**src/rtl/alu_pkg.sv**
```systemverilog
// Shared constants for the ALU command encoder: one-hot command bit
// positions, their single-bit masks, and the encoded ALU opcodes.
package alu_pkg;

    localparam int OH_W  = 6;
    localparam int OPC_W = 5;
    localparam int SH_W  = 5;

    // Bit positions of each command inside the one-hot request vector
    localparam int IDX_ADD = 0;
    localparam int IDX_SUB = 1;
    localparam int IDX_AND = 2;
    localparam int IDX_OR  = 3;
    localparam int IDX_SLL = 4;
    localparam int IDX_SRA = 5;

    // Single-bit masks matching the positions above
    localparam logic [OH_W-1:0] OH_ADD = 6'b000001;
    localparam logic [OH_W-1:0] OH_SUB = 6'b000010;
    localparam logic [OH_W-1:0] OH_AND = 6'b000100;
    localparam logic [OH_W-1:0] OH_OR  = 6'b001000;
    localparam logic [OH_W-1:0] OH_SLL = 6'b010000;
    localparam logic [OH_W-1:0] OH_SRA = 6'b100000;

    // Encoded opcodes presented to the ALU
    localparam logic [OPC_W-1:0] OPC_ADD = 5'b00000;
    localparam logic [OPC_W-1:0] OPC_SUB = 5'b00001;
    localparam logic [OPC_W-1:0] OPC_AND = 5'b00010;
    localparam logic [OPC_W-1:0] OPC_OR  = 5'b00011;
    localparam logic [OPC_W-1:0] OPC_SLL = 5'b00100;
    localparam logic [OPC_W-1:0] OPC_SRA = 5'b00101;

endpackage

```
**src/rtl/alu_cmd_encoder_onehot_opcode_enc.sv**
```systemverilog
// Combinational one-hot to opcode encoder. A vector is legal only when
// exactly one bit is set; any other pattern reports illegal and drives
// a harmless ADD opcode that the caller never stores.
module onehot_opcode_enc
    import alu_pkg::*;
(
    input  logic [OH_W-1:0]  i_onehot,
    output logic [OPC_W-1:0] o_opcode,
    output logic             o_legal
);

    // Map each single-bit pattern to its opcode; everything else is illegal
    always_comb begin
        o_opcode = OPC_ADD;
        o_legal  = 1'b0;
        case (i_onehot)
            OH_ADD: begin o_opcode = OPC_ADD; o_legal = 1'b1; end
            OH_SUB: begin o_opcode = OPC_SUB; o_legal = 1'b1; end
            OH_AND: begin o_opcode = OPC_AND; o_legal = 1'b1; end
            OH_OR:  begin o_opcode = OPC_OR;  o_legal = 1'b1; end
            OH_SLL: begin o_opcode = OPC_SLL; o_legal = 1'b1; end
            OH_SRA: begin o_opcode = OPC_SRA; o_legal = 1'b1; end
            default: begin
                o_opcode = OPC_ADD;
                o_legal  = 1'b0;
            end
        endcase
    end

endmodule

```
**src/rtl/alu_cmd_encoder.sv**
```systemverilog
// ALU command encoder: accepts one-hot commands with operands, encodes
// them and queues them in a small FIFO in front of the ALU. Illegal
// commands are swallowed and flagged with a one-cycle err_illegal pulse.
// Handshake outputs are registered, so there is no combinational path
// from the request side to the ALU side.
// Optional feature: define ALU_CMD_ENC_ERRCNT_EN to add err_count, a
// saturating 8-bit count of illegal commands.
module alu_cmd_encoder
    import alu_pkg::*;
#(
    parameter int DATA_W = 32,
    parameter int DEPTH  = 2
)
(
    input  logic              clock,
    input  logic              resetn,
    input  logic              req_valid,
    output logic              req_ready,
    input  logic [OH_W-1:0]   req_onehot,
    input  logic [DATA_W-1:0] req_a,
    input  logic [DATA_W-1:0] req_b,
    input  logic [SH_W-1:0]   req_shamt,
    output logic              alu_valid,
    input  logic              alu_ready,
    output logic [OPC_W-1:0]  alu_opcode,
    output logic [DATA_W-1:0] alu_a,
    output logic [DATA_W-1:0] alu_b,
    output logic [SH_W-1:0]   alu_shamt,
`ifdef ALU_CMD_ENC_ERRCNT_EN
    output logic [7:0]        err_count,
`endif
    output logic              err_illegal
);

    localparam int PTR_W = (DEPTH > 1) ? $clog2(DEPTH) : 1;
    localparam int CNT_W = PTR_W + 1;
    localparam logic [PTR_W-1:0] PTR_ONE  = PTR_W'(1);
    localparam logic [CNT_W-1:0] CNT_ONE  = CNT_W'(1);
    localparam logic [CNT_W-1:0] CNT_FULL = CNT_W'(DEPTH);

    logic [OPC_W-1:0]  w_opcode;
    logic              w_legal;
    logic              w_accept;
    logic              w_push;
    logic              w_pop;
    logic [CNT_W-1:0]  w_count_nxt;

    logic [PTR_W-1:0]  r_wr_ptr;
    logic [PTR_W-1:0]  r_rd_ptr;
    logic [CNT_W-1:0]  r_count;
    logic              r_req_ready;
    logic              r_alu_valid;
    logic              r_err_illegal;

    // Entry storage carries no reset: occupancy alone says what is valid
    logic [OPC_W-1:0]  r_mem_opcode [DEPTH];
    logic [DATA_W-1:0] r_mem_a      [DEPTH];
    logic [DATA_W-1:0] r_mem_b      [DEPTH];
    logic [SH_W-1:0]   r_mem_shamt  [DEPTH];

    onehot_opcode_enc u_enc (
        .i_onehot (req_onehot),
        .o_opcode (w_opcode),
        .o_legal  (w_legal)
    );

    assign w_accept = req_valid && r_req_ready;
    assign w_push   = w_accept && w_legal;
    assign w_pop    = r_alu_valid && alu_ready;

    // Next occupancy: push and pop together leave it unchanged
    always_comb begin
        w_count_nxt = r_count;
        case ({w_push, w_pop})
            2'b10:   w_count_nxt = r_count + CNT_ONE;
            2'b01:   w_count_nxt = r_count - CNT_ONE;
            default: w_count_nxt = r_count;
        endcase
    end

    // Pointers, occupancy and the registered handshake/error flags
    always_ff @(posedge clock or negedge resetn) begin
        if (!resetn) begin
            r_wr_ptr      <= {PTR_W{1'b0}};
            r_rd_ptr      <= {PTR_W{1'b0}};
            r_count       <= {CNT_W{1'b0}};
            r_req_ready   <= 1'b1;
            r_alu_valid   <= 1'b0;
            r_err_illegal <= 1'b0;
        end else begin
            if (w_push) begin
                r_wr_ptr <= r_wr_ptr + PTR_ONE;
            end
            if (w_pop) begin
                r_rd_ptr <= r_rd_ptr + PTR_ONE;
            end
            r_count       <= w_count_nxt;
            r_req_ready   <= (w_count_nxt < CNT_FULL);
            r_alu_valid   <= (w_count_nxt != {CNT_W{1'b0}});
            r_err_illegal <= w_accept && !w_legal;
        end
    end

    // Write the encoded command and its operands at the tail
    always_ff @(posedge clock) begin
        if (w_push) begin
            r_mem_opcode[r_wr_ptr] <= w_opcode;
            r_mem_a[r_wr_ptr]      <= req_a;
            r_mem_b[r_wr_ptr]      <= req_b;
            r_mem_shamt[r_wr_ptr]  <= req_shamt;
        end
    end

    assign req_ready   = r_req_ready;
    assign alu_valid   = r_alu_valid;
    assign err_illegal = r_err_illegal;
    assign alu_opcode  = r_mem_opcode[r_rd_ptr];
    assign alu_a       = r_mem_a[r_rd_ptr];
    assign alu_b       = r_mem_b[r_rd_ptr];
    assign alu_shamt   = r_mem_shamt[r_rd_ptr];

`ifdef ALU_CMD_ENC_ERRCNT_EN
    logic [7:0] r_err_count;

    // Count illegal commands, holding at 255 once saturated
    always_ff @(posedge clock or negedge resetn) begin
        if (!resetn) begin
            r_err_count <= 8'd0;
        end else if (w_accept && !w_legal && (r_err_count != 8'hFF)) begin
            r_err_count <= r_err_count + 8'd1;
        end
    end

    assign err_count = r_err_count;
`endif

endmodule

```
**config.mk**
```make
export PLATFORM = sky130hd
export DESIGN_NAME = alu_cmd_encoder
export DESIGN_NICKNAME = d
export VERILOG_FILES = /design/src/rtl/alu_pkg.sv /design/src/rtl/alu_cmd_encoder_onehot_opcode_enc.sv /design/src/rtl/alu_cmd_encoder.sv
export SDC_FILE = /design/constraint.sdc
export NUM_CORES = 1
export LEC_CHECK = 0
export CORE_MARGIN = 2
export CORE_UTILIZATION = 35
export DETAILED_ROUTE_END_ITERATION = 6
export GPL_ROUTABILITY_DRIVEN = 0
export MAX_ROUTING_LAYER = met4
export SYNTH_ARGS = -nofsm -noshare
export SYNTH_HDL_FRONTEND = slang
export SYNTH_HIERARCHICAL = 1
export SYNTH_SLANG_ARGS = --single-unit
```
**constraint.sdc**
```tcl
create_clock -name clock -period 4.6 [get_ports clock]
set_clock_uncertainty 0.2 [all_clocks]
set_input_delay 0.92 -clock clock [delete_from_list [all_inputs] [get_ports clock]]
set_output_delay 0.92 -clock clock [all_outputs]
set_load 0.02 [all_outputs]
```
Word-level counts from Yosys, hierarchy flattened:

Memories as Yosys holds them, arrays and structs flattened.
Cells that the tools add are included.

* $lt $le $gt $ge: 1
* $add $sub $neg: 4
* multiplexer cells: 5
* reductions and logical operators: 7
* equal/unequal tests: 8

Operators with widths (count)
* $pmux W3 S5: 1
* $eq A6 B1 Y1 const B: 1
* $eq A6 B2 Y1 const B: 1
* $eq A6 B3 Y1 const B: 1
* $eq A6 B4 Y1 const B: 1
* $eq A6 B5 Y1 const B: 1
* $eq A6 B6 Y1 const B: 1
* $reduce_or A6 Y1: 1
* $logic_and A1 B1 Y1: 4
* $pmux W2 S2: 1
* $mux W1: 3
* $add A1 B1 Y1 const B: 2
* $add A2 B1 Y2 const B: 1
* $eq A2 B1 Y1 const B: 1
* $eq A2 B2 Y1 const B: 1
* $lt A2 B2 Y1 const B: 1
* $reduce_bool A2 Y1: 1
* $sub A2 B1 Y2 const B: 1
* $logic_not A1 Y1: 1

* memory bits (writable): 144
* bits of input ports: 79
* memories kept: 4
* flip-flop bits (word level): 7
* output and inout port bits: 77

Memories
* r_mem_a: words 2, width 32, read ports 1, clocked after Yosys merged registers in 0, write ports 1, RTL line alu_cmd_encoder.sv:57 `logic [DATA_W-1:0] r_mem_a [DEPTH];`
* r_mem_b: words 2, width 32, read ports 1, clocked after Yosys merged registers in 0, write ports 1, RTL line alu_cmd_encoder.sv:58 `logic [DATA_W-1:0] r_mem_b [DEPTH];`
* r_mem_shamt: words 2, width 5, read ports 1, clocked after Yosys merged registers in 0, write ports 1, RTL line alu_cmd_encoder.sv:59 `logic [SH_W-1:0] r_mem_shamt [DEPTH];`
* r_mem_opcode: words 2, width 3, read ports 1, clocked after Yosys merged registers in 0, write ports 1, RTL line alu_cmd_encoder.sv:56 `logic [OPC_W-1:0] r_mem_opcode [DEPTH];`

Depth between registers and ports, before layout:

* depth after elaboration: 7
* depth in mapped cells: 8
* gate-level depth less buffers: 8

By module:

Netlist, hierarchy kept.

Modules (own cells, without submodules)
* alu_cmd_encoder: times used 1, area each 5845.6 sq um, sequential area each 4620.7 sq um, cells each 256
* onehot_opcode_enc: times used 1, area each 141.4 sq um, sequential area each 0.0 sq um, cells each 21

Worst setup path after synthesis:

OpenSTA, ideal clock, no wires.

* kind: input to register
* start: input port req_onehot[4]
* end: memory r_mem_a[0][0], enable pin
* stages on the path: 5
* setup slack: -1293 ps
* buffers on the path: 0
* data required time: 3893 ps
* library setup time: 507 ps
* data arrival time: 5186 ps
* cell sequence: or4_4 -> maj3_2 -> a21oi_1 -> nand3_1 -> nor2_1

* cells in the longest elaborated chain, start to end: 6
* elaborated cells between the ends (all ways): 11
* those cells by class: 6 x eq/ne; 3 x mux; 2 x reduce/logical

RTL lines
* from (decl): RTL line alu_cmd_encoder.sv:19 `input logic [OH_W-1:0] req_onehot,`
* $eq A6 B1 Y1 (tied with other cells): RTL line alu_cmd_encoder_onehot_opcode_enc.sv:16 `case (i_onehot)`
* $reduce_or A6 Y1 (no source line) *
* $mux W1 *: RTL line alu_cmd_encoder_onehot_opcode_enc.sv:16
* named net w_legal: RTL line alu_cmd_encoder.sv:42 `logic w_legal;`
* $logic_and A1 B1 Y1 *: RTL line alu_cmd_encoder.sv:68 `assign w_push = w_accept && w_legal;`
* $mux W1 *: RTL line alu_cmd_encoder.sv:106 `if (w_push) begin`
* $mux W1 (implied by the code) *: RTL line alu_cmd_encoder.sv:108 `r_mem_a[r_wr_ptr] <= req_a;`
* to (decl): RTL line alu_cmd_encoder.sv:57

The timed path passes the listed nets; every way through them passes the cells marked *.

Worst setup path after layout:

* start: register r_rd_ptr
* end: output port alu_a[22]

* cells in the longest elaborated chain, start to end: 1

RTL lines
* from (decl): RTL line alu_cmd_encoder.sv:49 `logic [PTR_W-1:0] r_rd_ptr;`
* from (signal assigned): RTL line alu_cmd_encoder.sv:85 `r_rd_ptr <= {PTR_W{1'b0}};`
* from (signal assigned): RTL line alu_cmd_encoder.sv:95 `r_rd_ptr <= r_rd_ptr + PTR_ONE;`
* $mem_v2 Z2 W32
* to (decl): RTL line alu_cmd_encoder.sv:26 `output logic [DATA_W-1:0] alu_a,`

No other way between the ends.

==> impl_results.md <==
- Status: complete, no violations
- CTS hold repair buffers: 0
- Area leader, netlist: edfxtp_1
- Final min period: 3.82 ns
- Final setup vio count: 0
- # DRC: 0
- Drt via density: 4.46
- Internal power: 3290 µW
- Site Rows: 47
- Synth Register Bits: 155
- Starting DRT DRC Count: 161
- Layout cells sized above 1: 25.1%
- PD cells: 541 nW/µm²
- Top cells by area, synth: edfxtp_1, mux2_4, mux2_2
- Crit Path Max Fanout: 44
- Largest net degree at the start of global routing: 75
- FFs w/ async S/R, synth: 4.52%
- Clock power share: 29.9%
- Detailed Place HPWL: 6810 µm
- WL met3: 698 µm
- Netlist Area Pre-Place: 5990 µm²
- R2R cell count: 3
- Slew HR: 49.8%
- DIE AREA: 18200 µm²
- Leak Pwr: 0.00293 µW
- Detailed Route WL: 10700 µm
- Final worst path period share: 83.0%
- Final hold slack: 0.303 ns
- Port Buffers: 155
- Mean Syn Cell Area: 21.6 µm²
- Antenna violation net count after detailed routing: 0
- Post-synth EDFFs: 148
- Area Overhead vs Synth: 40.0%
- Postcts setup bufs: 0
- Count leader, synth: edfxtp_1
- M1 WL: 4670 µm
- Vias in the first global route: 3169
- First-pass detailed-route iteration total: 4
- Critical path class: flop to output pin
- CP Capture Type: output pin
- Util after Layout: 50.3%
- Die Width: 135 µm
- Initial Util: 36.0%
- Routed len/inst: 15.8 µm
- Most instantiated cells after synthesis: edfxtp_1, mux2_4, mux2_2
- Reg power frac: 39.8%
- GRT Total Usage: 12.6%
- Post-synth cell types: 28
- Met2 wire len: 5180 µm
- DIE HEIGHT: 135 µm
- Layout Nets: 526
- DR vias: 3026
- # diodes: 0
- Root buffer cell: clkbuf_16
- Final slew viol count: 0
- Maximum VDD drop: 0.226 mV
- Synth warn: 6
- Hold WC Path Type: flop to flop
- Clk Latency, worst-skew pair: 0.41 ns
- Initial antenna violation count: 0
- Max-cap violation count: 0
- Worst EP required: 3.48 ns
- Main synth FF type: edfxtp_1
- Switch Pwr: 1240 µW
- Top-level I/O count: 156
- Resized cells post-CTS: 0
- CTS tree: built
- Combinational share of power: 30.3%
- Total grt overflow: 0
- Arrival @ worst endpoint: 2.70 ns
- Clock-pin slew on the worst setup and hold paths: 0.06 ns
- Number of CTS-inserted buffers: 17
- Tightest Pin Transition: 0.754 ns
- Core Footprint: 16600 µm²
- Hold path depth: 2
- # clock sinks: 155
- Clk buf depth: 2
- Yosys top cell area share: 74.2%
- Register area share after synthesis: 77.2%
- Top sig layer: met4
- Final hold viol count: 0
- RSZ-0062 raised after global routing: no
- FILL cells: 1369
- First-pass GRT wire length: 16400 µm
- Switching power share of the total: 27.4%
- Max Freq: 262 MHz
- Post-Synthesis Cells: 277
- CTS H-tree depth: 4
- Crit path launch type: flop
per-layer routing:
metal  global-route usage, %  vias up
met2                    18.9      110
met4                    6.43        0
met3                    3.98       13
met5                       -        -
met1                    15.3     1489
li1                        -     1414
final timing paths:
check                                      from                 endpoint  slack, ns
hold reg to reg             req_ready$_DFF_PN1_    err_illegal$_DFF_PN0_       0.30
min in group asynchronous                resetn     r_wr_ptr$_DFFE_PN0P_       0.58
hold / removal              req_ready$_DFF_PN1_    err_illegal$_DFF_PN0_       0.30
max in group asynchronous                resetn      req_ready$_DFF_PN1_       3.31
setup / recovery           r_rd_ptr$_DFFE_PN0P_                alu_a[22]       0.78
setup reg to reg            req_ready$_DFF_PN1_  r_mem_a[0][9]$_DFFE_PP_       2.64
logic make-up (layout without fill, tap and decap cells):
group	Yosys count	after routing	share of synthesized area, %
compound gates	7	7	0.669
other cells	1	2	0.0626
fa+ha+maj	2	2	0.397
flops	155	155	77.2
buf+inv	12	192	1.67
mux	74	74	17.1
xor+xnor	11	11	1.61
simple gates	15	15	1.36
power groups by stage:
stage               sequential [µW]  clock [µW]  combinational, µW
floorplan                      1740           0                933
global placement               1830           0               1390
CTS                            1810        1400               1400
finish                         1800        1360               1370
detailed placement             1830           0               1390
global route                   1820        1460               1450
placed cells by master (no fill, tap or decap), types with 3 or more instances in the layout:
cell type | Yosys | final
o21ai_0 | 3 | 3
mux2_4 | 50 | 50
xor2_1 | 4 | 4
nor2_1 | 6 | 4
edfxtp_1 | 148 | 148
dfrtp_1 | 6 | 5
clkinvlp_4 | 0 | 3
mux2_2 | 24 | 24
clkdlybuf4s50_1 | 0 | 155
xnor2_1 | 7 | 7
bufinv_16 | 0 | 3
clkbuf_16 | 0 | 17
clkinv_2 | 0 | 6
worst max-delay path: stages (launching register included):
cell	delay, ns
dfrtp_4	0.93
buf_4	0.44
mux2_2	0.37
clkdlybuf4s50_1	0.54
sequential cells by signal, summed over array words and instances, names as in the netlist:
| register | flops |
|---|---|
| alu_valid | 1 |
| err_illegal | 1 |
| r_count | 2 |
| r_mem_a | 64 |
| r_mem_b | 64 |
| r_mem_opcode | 10 |
| r_mem_shamt | 10 |
| r_rd_ptr | 1 |
| r_wr_ptr | 1 |
| req_ready | 1 |
area by class of cell:
type                    count  area [µm²]  area share [%]
well taps                 220         275            3.29
clock inverters            14         155            1.85
flip-flops and latches    155        4620            55.2
clock buffers              17         425            5.08
inverters                   2        7.51          0.0896
repair buffers            159        1610            19.2
multi-input cells         111        1280            15.3
metrics by stage:
| stage | instance area, µm² | std cells | total power, µW | worst slack [ns] | setup TNS (ns) |
|---|---|---|---|---|---|
| 6_report | 8380 | 678 | 4530 | 0.784 | 0 |
| 4_1_cts | 8380 | 678 | 4610 | 0.701 | 0 |
| 2_1_floorplan | 6000 | 278 | 2670 | -0.0772 | -11.41 |
| 5_1_grt | 8380 | 678 | 4730 | 0.635 | 0 |
| 3_3_place_gp | 7800 | 647 | 3220 | 0.733 | 0 |
| 3_5_place_dp | 7800 | 647 | 3230 | 0.672 | 0 |
Note: power is estimated with default switching activity, not from simulation.
